File: src/rtl/alu_accum.sv
// Accumulator ALU: single-cycle logic/arith ops on A and acc, plus an optional
// iterative shift-add multiplier compiled in only when ALU_ACCUM_MUL_EN is defined.
module alu_accum #(
  parameter int WIDTH = 4
) (
  input  logic                 Clock,
  input  logic                 Reset_b,
  input  logic [WIDTH-1:0]     A,
  input  logic [2:0]           op,
  input  logic                 start,
  input  logic                 acc_clr,
  output logic                 busy,
  output logic                 done,
  output logic [2*WIDTH-1:0]   acc,
  output logic                 carry,
  output logic                 zero
);

  localparam int AW = 2 * WIDTH;

  localparam logic [2:0] OP_ADD  = 3'b000;
  localparam logic [2:0] OP_ACC  = 3'b001;
  localparam logic [2:0] OP_NNOR = 3'b010;
  localparam logic [2:0] OP_XOR  = 3'b011;
  localparam logic [2:0] OP_SWAP = 3'b100;
  localparam logic [2:0] OP_ROL  = 3'b101;
`ifdef ALU_ACCUM_MUL_EN
  localparam logic [2:0] OP_MUL  = 3'b110;
`endif

  logic [AW-1:0]    r_acc;
  logic             r_carry;
  logic             r_done;

  logic [WIDTH-1:0] w_b;
  logic [WIDTH:0]   w_add;
  logic [AW:0]      w_sum;
  logic [AW-1:0]    w_res;
  logic             w_res_c;

  assign w_b   = r_acc[WIDTH-1:0];
  assign w_add = {1'b0, A} + {1'b0, w_b};
  assign w_sum = {1'b0, r_acc} + (AW+1)'(A);

  always_comb begin
    w_res   = r_acc;
    w_res_c = r_carry;
    case (op)
      OP_ADD:  begin w_res = AW'(w_add);                    w_res_c = 1'b0;      end
      OP_ACC:  begin w_res = w_sum[AW-1:0];                 w_res_c = w_sum[AW]; end
      OP_NNOR: begin w_res = {~(A & w_b), ~(A | w_b)};      w_res_c = 1'b0;      end
      OP_XOR:  begin w_res = {A ^ w_b, ~(A ^ w_b)};         w_res_c = 1'b0;      end
      OP_SWAP: begin w_res = {w_b, ~A};                     w_res_c = 1'b0;      end
      OP_ROL:  begin w_res = {r_acc[AW-2:0], r_acc[AW-1]};  w_res_c = 1'b0;      end
      // 110 (when no multiplier, or handled by the FSM) and 111 leave acc/carry alone
      default: begin end
    endcase
  end

`ifdef ALU_ACCUM_MUL_EN
  typedef enum logic {S_IDLE = 1'b0, S_MUL = 1'b1} state_t;

  localparam int CNT_W = (WIDTH > 2) ? $clog2(WIDTH) : 1;

  state_t           r_state;
  state_t           w_state_nxt;
  logic [CNT_W-1:0] r_cnt;
  logic [AW-1:0]    r_mcand;
  logic [WIDTH-1:0] r_mplier;
  logic [AW-1:0]    r_prod;
  logic [AW-1:0]    w_prod_nxt;
  logic             w_mul_last;

  assign w_mul_last = (r_cnt == CNT_W'(WIDTH - 1));
  assign w_prod_nxt = r_mplier[0] ? (r_prod + r_mcand) : r_prod;

  always_ff @(posedge Clock or negedge Reset_b) begin
    if (!Reset_b) begin
      r_state <= S_IDLE;
      r_cnt   <= '0;
    end else begin
      r_state <= w_state_nxt;
      r_cnt   <= (r_state == S_MUL) ? r_cnt + 1'b1 : '0;
    end
  end

  always_comb begin
    w_state_nxt = r_state;
    case (r_state)
      S_IDLE:  if (start && !acc_clr && (op == OP_MUL)) w_state_nxt = S_MUL;
      S_MUL:   if (acc_clr || w_mul_last)                w_state_nxt = S_IDLE;
      default: w_state_nxt = S_IDLE;
    endcase
  end

  // Operands are latched every idle cycle, so the values present at launch stick.
  always_ff @(posedge Clock) begin
    if (r_state == S_IDLE) begin
      r_mcand  <= AW'(A);
      r_mplier <= w_b;
      r_prod   <= '0;
    end else begin
      r_prod   <= w_prod_nxt;
      r_mcand  <= r_mcand << 1;
      r_mplier <= r_mplier >> 1;
    end
  end

  assign busy = (r_state == S_MUL);
`else
  assign busy = 1'b0;
`endif

  always_ff @(posedge Clock or negedge Reset_b) begin
    if (!Reset_b) begin
      r_acc   <= '0;
      r_carry <= 1'b0;
      r_done  <= 1'b0;
    end else begin
      r_done <= 1'b0;
      if (acc_clr) begin
        r_acc   <= '0;
        r_carry <= 1'b0;
      end
`ifdef ALU_ACCUM_MUL_EN
      else if (r_state == S_MUL) begin
        if (w_mul_last) begin
          r_acc   <= w_prod_nxt;
          r_carry <= 1'b0;
          r_done  <= 1'b1;
        end
      end else if (start && (op != OP_MUL)) begin
`else
      else if (start) begin
`endif
        r_acc   <= w_res;
        r_carry <= w_res_c;
        r_done  <= 1'b1;
      end
    end
  end

  assign acc   = r_acc;
  assign carry = r_carry;
  assign done  = r_done;
  assign zero  = (r_acc == '0);

endmodule

File: config.mk
export PLATFORM = sky130hd
export DESIGN_NAME = alu_accum
export DESIGN_NICKNAME = d
export VERILOG_FILES = /design/src/rtl/alu_accum.sv
export SDC_FILE = /design/constraint.sdc
export NUM_CORES = 1
export LEC_CHECK = 0
export ABC_AREA = 0
export BUFFER_PORTS_ARGS = -buffer_cell sky130_fd_sc_hd__buf_2
export CORE_MARGIN = 5
export CORE_UTILIZATION = 57
export DETAILED_ROUTE_END_ITERATION = 6
export GPL_TIMING_DRIVEN = 1
export PLACE_DENSITY_LB_ADDON = 0.3
export SYNTH_ARGS = -nofsm -noshare
export SYNTH_HDL_FRONTEND = slang
export SYNTH_SLANG_ARGS = --single-unit
File: constraint.sdc
create_clock -name Clock -period 4.44 [get_ports Clock]
set_input_delay 0.666 -clock Clock [delete_from_list [all_inputs] [get_ports Clock]]
set_output_delay 0.666 -clock Clock [all_outputs]
set_load 0.01 [all_outputs]
=== After elaboration in Yosys (flattened, before gate mapping) ===
Index checks and enable logic that the tools add are counted.

* Flip-flop bits (word level): 10
* Latch bits: 0
* Memory bits (writable): 0
* Bits in read-only memories: 0
* Output and inout bits: 12
* Word-level logic and storage cells: 33
* Memories kept: 0

* Add/subtract/negate cells: 2
* $mul: 0
* Divide/modulo/power cells: 0
* Magnitude comparators: 0
* Eq/ne operators: 5
* Shifts and indexed selects: 0
* Mux-type cells: 8
* Bitwise operators: 7
* Reduce and logical (&&, ||, !) cells: 8

{| class="wikitable"
|+ Operators with widths
! kind !! count
|-
| $pmux W8 S6 || 1
|-
| $mux W8 || 2
|-
| $not A4 Y4 || 4
|-
| $add A8 B4 Y9 || 1
|-
| $logic_not A8 Y1 || 1
|-
| $reduce_bool A7 Y1 || 1
|-
| $eq A3 B2 Y1 const B || 2
|-
| $eq A3 B3 Y1 const B || 2
|-
| $add A4 B4 Y5 || 1
|-
| $reduce_or A5 Y1 || 1
|-
| $and A4 B4 Y4 || 1
|-
| $mux W1 || 4
|-
| $or A4 B4 Y4 || 1
|-
| $reduce_and A2 Y1 || 2
|-
| $xor A4 B4 Y4 || 1
|-
| $eq A3 B1 Y1 const B || 1
|-
| $logic_not A3 Y1 || 1
|-
| $reduce_bool A3 Y1 || 1
|-
| $pmux W1 S2 || 1
|-
| $reduce_bool A2 Y1 || 1
|}

=== Logic depth before layout (Yosys ltp) ===
Gate-level depths: netlist of the first run.

* Depth in word-level cells: 5
* Depth in mapped cells: 7
* Mapped depth without buffers: 6

=== Worst setup path before layout of the first run ===
OpenSTA, ideal clock, no wires.

* Kind: input to register
* Start: input port A[0]
* End: register r_acc[6], in the netlist acc[6]
* Library setup time: 135 ps
* Arrival time: 1947 ps
* Data required time: 4305 ps
* Slack: 2358 ps
* Cell stages on the path: 6
* Path through: ha_1 > fa_1 > a21o_1 > a21oi_1 > o41a_1 > o21ai_1

* Cells in the longest elaborated chain, start to end: 4

{| class="wikitable"
|+ Ends and longest elaborated chain
! element !! RTL line !! source
|-
| from (decl) || 8 || <nowiki>input logic [WIDTH-1:0] A,</nowiki>
|-
| $add A8 B4 Y9 || 43 || <nowiki>assign w_sum = {1'b0, r_acc} + (AW+1)'(A);</nowiki>
|-
| $pmux W8 S6 || 48 || <nowiki>case (op)</nowiki>
|-
| $mux W8 || 134 || <nowiki>else if (start) begin</nowiki>
|-
| $mux W8 || 121 || <nowiki>if (acc_clr) begin</nowiki>
|-
| to (signal assigned) || 136 || <nowiki>r_acc <= w_res;</nowiki>
|-
| to (decl) || 31 || <nowiki>logic [AW-1:0] r_acc;</nowiki>
|}

No other way between the ends. The select of a mux whose other input is x is not followed.
A chain may end at the register's enable or synchronous reset.

=== Final worst setup path of the first run ===
* Start: register r_acc[1], in the netlist acc[1]
* End: output port zero

* Cells in the longest elaborated chain, start to end: 1

{| class="wikitable"
|+ Ends and longest elaborated chain
! element !! RTL line !! source
|-
| $logic_not A8 Y1 || 146 || <nowiki>assign zero = (r_acc == '0);</nowiki>
|-
| to (decl) || 16 || <nowiki>output logic zero</nowiki>
|}

No other way between the ends.

==> results of run 1 <==
==> final cells by class <==
| class | count | area [µm²] |
|---|---|---|
| flip-flops and latches | 10 | 250 |
| fillers | 167 | 548 |
| well taps | 25 | 31.3 |
| inverters | 16 | 60.1 |
| clock buffers | 4 | 36.3 |
| multi-input cells | 98 | 696 |
| repair buffers | 21 | 105 |
==> state kept, by name (all words and copies together), names as in the netlist <==
signal,flops
done,1
carry,1
acc,8
==> worst register-to-register path, stage by stage, from the launching register on <==
cell       delay [ns]
dfrtp_1          0.44
ha_1             0.25
fa_1             0.40
a21o_1           0.18
a21oi_1          0.37
o21ai_0          0.15
o2bb2ai_1        0.15
==> synthesized netlist by cell type, types with 2 or more instances <==
cell type,instances
ha_1,8
mux2_2,2
nand4_1,2
dfrtp_1,10
a21oi_1,9
o21ai_0,10
nor2b_1,3
a21o_1,3
nand2b_1,6
or3_1,2
nand2_1,10
clkbuf_1,2
buf_2,3
xor2_1,2
a22oi_1,6
nor2_1,4
a31oi_1,2
buf_4,2
inv_1,16
==> routing by layer <==
metal  part of all wire, %  vias up  GRT usage, %  routed length, µm
met1                    43      495          25.1               1130
met5                     0        -             0                  0
met2                    48       48          34.5               1280
met3                   8.3        4          7.12                220
li1                      -      521             -                  -
met4                  0.94        0          3.83                 25
==> logic make-up (layout without fill, tap and decap cells) <==
group | count (synthesis) | after routing | synth area share (%)
adder cells (fa/ha/maj) | 9 | 9 | 11.5
flip-flops | 10 | 10 | 24.0
buffers and inverters | 23 | 41 | 9.35
AO/OA/AOI/OAI | 48 | 48 | 32.3
AND/OR/NAND/NOR | 36 | 36 | 18.7
multiplexers | 2 | 2 | 2.16
XOR/XNOR | 2 | 2 | 1.68
other | 1 | 1 | 0.359
==> power by group <==
part / switching, mW / internal (mW) / total (mW) / leakage [nW]
clock network: 0.0294 / 0.0497 / 0.0792 / 0.0210
registers: 0.00884 / 0.0961 / 0.105 / 0.136
logic: 0.0513 / 0.0366 / 0.0879 / 0.403
==> how the worst max path moves through the flow <==
stage	from	to	slack, ns	cells past startpoint
global route	acc[1]	zero	2.16	3
global placement	A[0]	carry	2.14	7
CTS	acc[1]	zero	2.23	3
detailed placement	A[0]	acc[4]	2.07	7
floorplan	A[0]	acc[6]	2.36	6
finish	acc[1]	zero	2.23	3
==> through the flow <==
| stage | cells | power [mW] | instance area (µm²) | setup slack (ns) |
|---|---|---|---|---|
| floorplan | 131 | 0.164 | 1040 | 2.36 |
| global placement | 170 | 0.190 | 1140 | 2.14 |
| detailed placement | 170 | 0.193 | 1140 | 2.07 |
| CTS | 174 | 0.273 | 1180 | 2.23 |
| global route | 174 | 0.291 | 1180 | 2.16 |
| finish | 174 | 0.272 | 1180 | 2.23 |
==> metrics.cfg, run 1 <==
[run_status]
status = completed

[synthesis]
synth.yosys.warnings = 0
ys_ff_latch = 10
ys_async_sr_fraction_pct = 100
syn_inst = 131
ys_seq_area_share_pct = 24.0
synth.area.top_cells = dfrtp_1 (24%), ha_1 (9.6%), inv_1 (5.8%)
syn_avg_cell_area_um2 = 7.97
synthFlopType = dfrtp_1
synth_edf_count = 0
syn-cell-area_um2 = 1040
yosysTopAreaCell = dfrtp_1
ys_types = 48
syn_nets = 151
netlist.area_leader.share_pct = 24.0

[power_and_ir_drop]
power_density_nw_per_um2 = 231
p_leak_nw = 0.560
ir_drop_uv = 277

[global_route]
grt_pass1_vias = 933
antenna_found_initial = 0
grt_pass1_wl_um = 4170
grt_overflow_total = 0
track_usage_pct = 20.5
grt_max_degree = 29

[clock_tree]
cts_tree = built
root_buffer = clkbuf_4
clock_latency_ns = 0.26
numCtsBuffers = 3
cts-htree-levels = 1
post-cts-setup-buffer-count = 0
hold_buffers = 0
post_cts_resized = 0
clk_pin_slew_ns = 0.06
clock_sinks = 10
cts_max_path_buffers = 2

[worst_setup_path]
crit_chain = or4_1, nor2_1, buf_2
worst-setup-path-type = reg2out
ff2ff_setup_slack_ns = 2.39
rr_startpoint = acc[0]
cp_num_buf_inv = 1
required_ns = 3.77
worst_path_max_delay_cell = or4_1
r2r_cells = 6
arrival_ns = 1.54
worstPathMaxFanout = 8
rr_endpoint = acc[4]
cpPeakStageDelay_ns = 0.56
cp_top_family = simple AND/OR/NAND/NOR gates
endpoint_kind = output pin
start_kind = flip-flop

[sta]
post-route-period-util_pct = 49.8
setup_viol = 0
clock_skew_ns = 0.00647
tns_ns = 0
rsz0062_at_grt = false
slew-limit-headroom_pct = 50.8
holdWs_ns = 0.244
finalMaxSlewViolations = 0
layout_min_cycle_time_ns = 2.21
worst_pin_slew_ns = 0.738
fmax_ghz = 0.453
hold_viol = 0

[final_layout]
fin_util_pct = 68.3
drive_gt1_share_pct = 20.1
mostFrequentLayoutCell = buf_2
syn2layout_area_growth_pct = 12.9
layout.nets = 170
final_cell_mix = buf_2 (21), inv_1 (16), nand2_1 (10), o21ai_0 (10), dfrtp_1 (10)
insertedDiodeCount = 0

[detailed_routing]
antenna_left = 0
drtPass1Iterations = 5
first_iter_violations = 37
routedWlPerCell_um = 15.2
viasPerCell = 6.14
via_count = 1068
routed_wl_um = 2650
route.detailed.drc = 0

[floorplan]
die-width_um = 52.8
core-area_um2 = 1730
die_y_um = 52.8
io_pins = 23
std_cell_rows = 15
dieArea_um2 = 2790
initial_core_util_pct = 60.4

[place]
io_buffers = 21
dp_hpwl_um = 2060
gp_congestion = 0.862

[job]
drv_cap = 0

[min_path]
hp-class = in2async

Note: power is estimated with default switching activity, not from simulation.
==> run 2, diff against run 1 <==
Settings changed: CORE_UTILIZATION 57 to 48.
Clock period 4.44 ns to 1.86 ns, I/O delays scaled along.
==> run 2 against run 1 <==
  * Core utilization fell by 3.3 points
  * Non-clock buffer count rose by 14
  * Clock power rose by 84%
  * Sequential share of layout area fell by 2.1 points
  * Final cell count rose by 8.6%
  * Sequential power rose by 130%
  * Critical path depth rose by 1
==> metrics.cfg, run 2 (synthesized netlist as in run 1, its figures left out) <==
[run_status]
status = completed

[clock_tree]
cts_tree = built
cts_max_path_buffers = 2
clock_latency_ns = 0.27
clk_pin_slew_ns = 0.06
root_buffer = clkbuf_4
clock_sinks = 10
cts-htree-levels = 1
numCtsBuffers = 3

[power_and_ir_drop]
ir_drop_uv = 510
finalPower_mw = 0.667
p_leak_nw = 0.627
power_density_nw_per_um2 = 508

[detailed_routing]
routed_wl_um = 3100
routedWlPerCell_um = 16.4
via_count = 1145
viasPerCell = 6.06
antenna_left = 0
route.detailed.drc = 0
drtPass1Iterations = 4
first_iter_violations = 62

[job]
drv_cap = 0

[sta]
setup_viol = 0
worst_pin_slew_ns = 0.524
rsz0062_at_grt = true
holdWs_ns = 0.365
finalMaxSlewViolations = 0
fmax_ghz = 0.548
tns_ns = 0
setup_ws_ns = 0.0363
layout_min_cycle_time_ns = 1.82
clock_skew_ns = 0.00326
slew-limit-headroom_pct = 65.0
hold_viol = 0
post-route-period-util_pct = 98.0

[floorplan]
core-area_um2 = 2020
initial_core_util_pct = 51.6
die_y_um = 56.6
die-width_um = 56.6
std_cell_rows = 16
io_pins = 23
dieArea_um2 = 3210

[final_layout]
final_cells = 189
drive_gt1_share_pct = 29.6
largest_register_ff_count = 8
fin_util_pct = 65.0
finalInstanceArea_um2 = 1310
syn2layout_area_growth_pct = 25.9
mostFrequentLayoutCell = buf_2
final_cell_mix = buf_2 (20), inv_1 (16), buf_4 (13)
layout.nets = 184
fillers = 186
insertedDiodeCount = 0

[worst_setup_path]
arrival_ns = 1.54
ff2ff_setup_slack_ns = 0.09
worst-setup-path-type = reg2out
start_kind = flip-flop
required_ns = 1.58
cp-startpoint = acc[1]
endpoint_kind = output pin
rr_startpoint = acc[0]
worstPathMaxFanout = 4

[global_route]
grt_pass1_vias = 1088
grt_pass1_wl_um = 4980
track_usage_pct = 19.6
grt_overflow_total = 0
grt_max_degree = 15
antenna_found_initial = 0

[place]
dp_hpwl_um = 2410
gp_congestion = 0.865
place_worst_setup_slack_ns = -0.00900
io_buffers = 21
dp_cells = 184
placed_area_um2 = 1240

[min_path]
hold_start = acc_clr
hp-class = in2reg

==> run 2: final timing paths <==
kind	end	cells after the start
max reg2reg	carry	6
max in group asynchronous	acc[1]	2
max	zero	4
min in group asynchronous	acc[0]	2
min	acc[6]	4
min reg2reg	carry	1
==> run 2: power breakdown <==
group / internal (mW) / switching [mW] / total [mW] / leakage [nW]
Clock: 0.0747 / 0.0713 / 0.146 / 0.0138
Sequential: 0.230 / 0.00858 / 0.238 / 0.134
Combinational: 0.127 / 0.156 / 0.283 / 0.479
==> run 2: critical path: stages (launching register included) <==
cell     delay (ns)
dfrtp_2        0.40
buf_4          0.15
or4_4          0.52
nor2_4         0.10
buf_6          0.10
==> run 2: metal layers <==
layer / part of all wire, % / global-route usage (%) / up-vias
li1: - / - / 540
met3: 8.3 / 6.19 / 7
met5: 0 / 0 / -
met1: 41 / 23.4 / 539
met4: 1.1 / 4.07 / 0
met2: 49 / 34.0 / 59
==> run 2: repair_timing <==
item | in CTS | in global routing
resized for setup | 3 | 6
hold buffers | 1 | 0
pin swaps | 1 | 1
setup buffers | 1 | 0
hold endpoints to repair | 10 | 0
endpoints found under the setup margin | 3 | 5
cloned | 0 | 0
==> run 2: area by class of cell <==
class,instances,area (µm²),share of cell area (%)
Multi-Input combinational cell,98,727,55.3
Sequential cell,10,251,19.1
Timing Repair Buffer,35,219,16.7
Inverter,16,60.1,4.57
Tap cell,27,33.8,2.57
Clock buffer,3,22.5,1.71
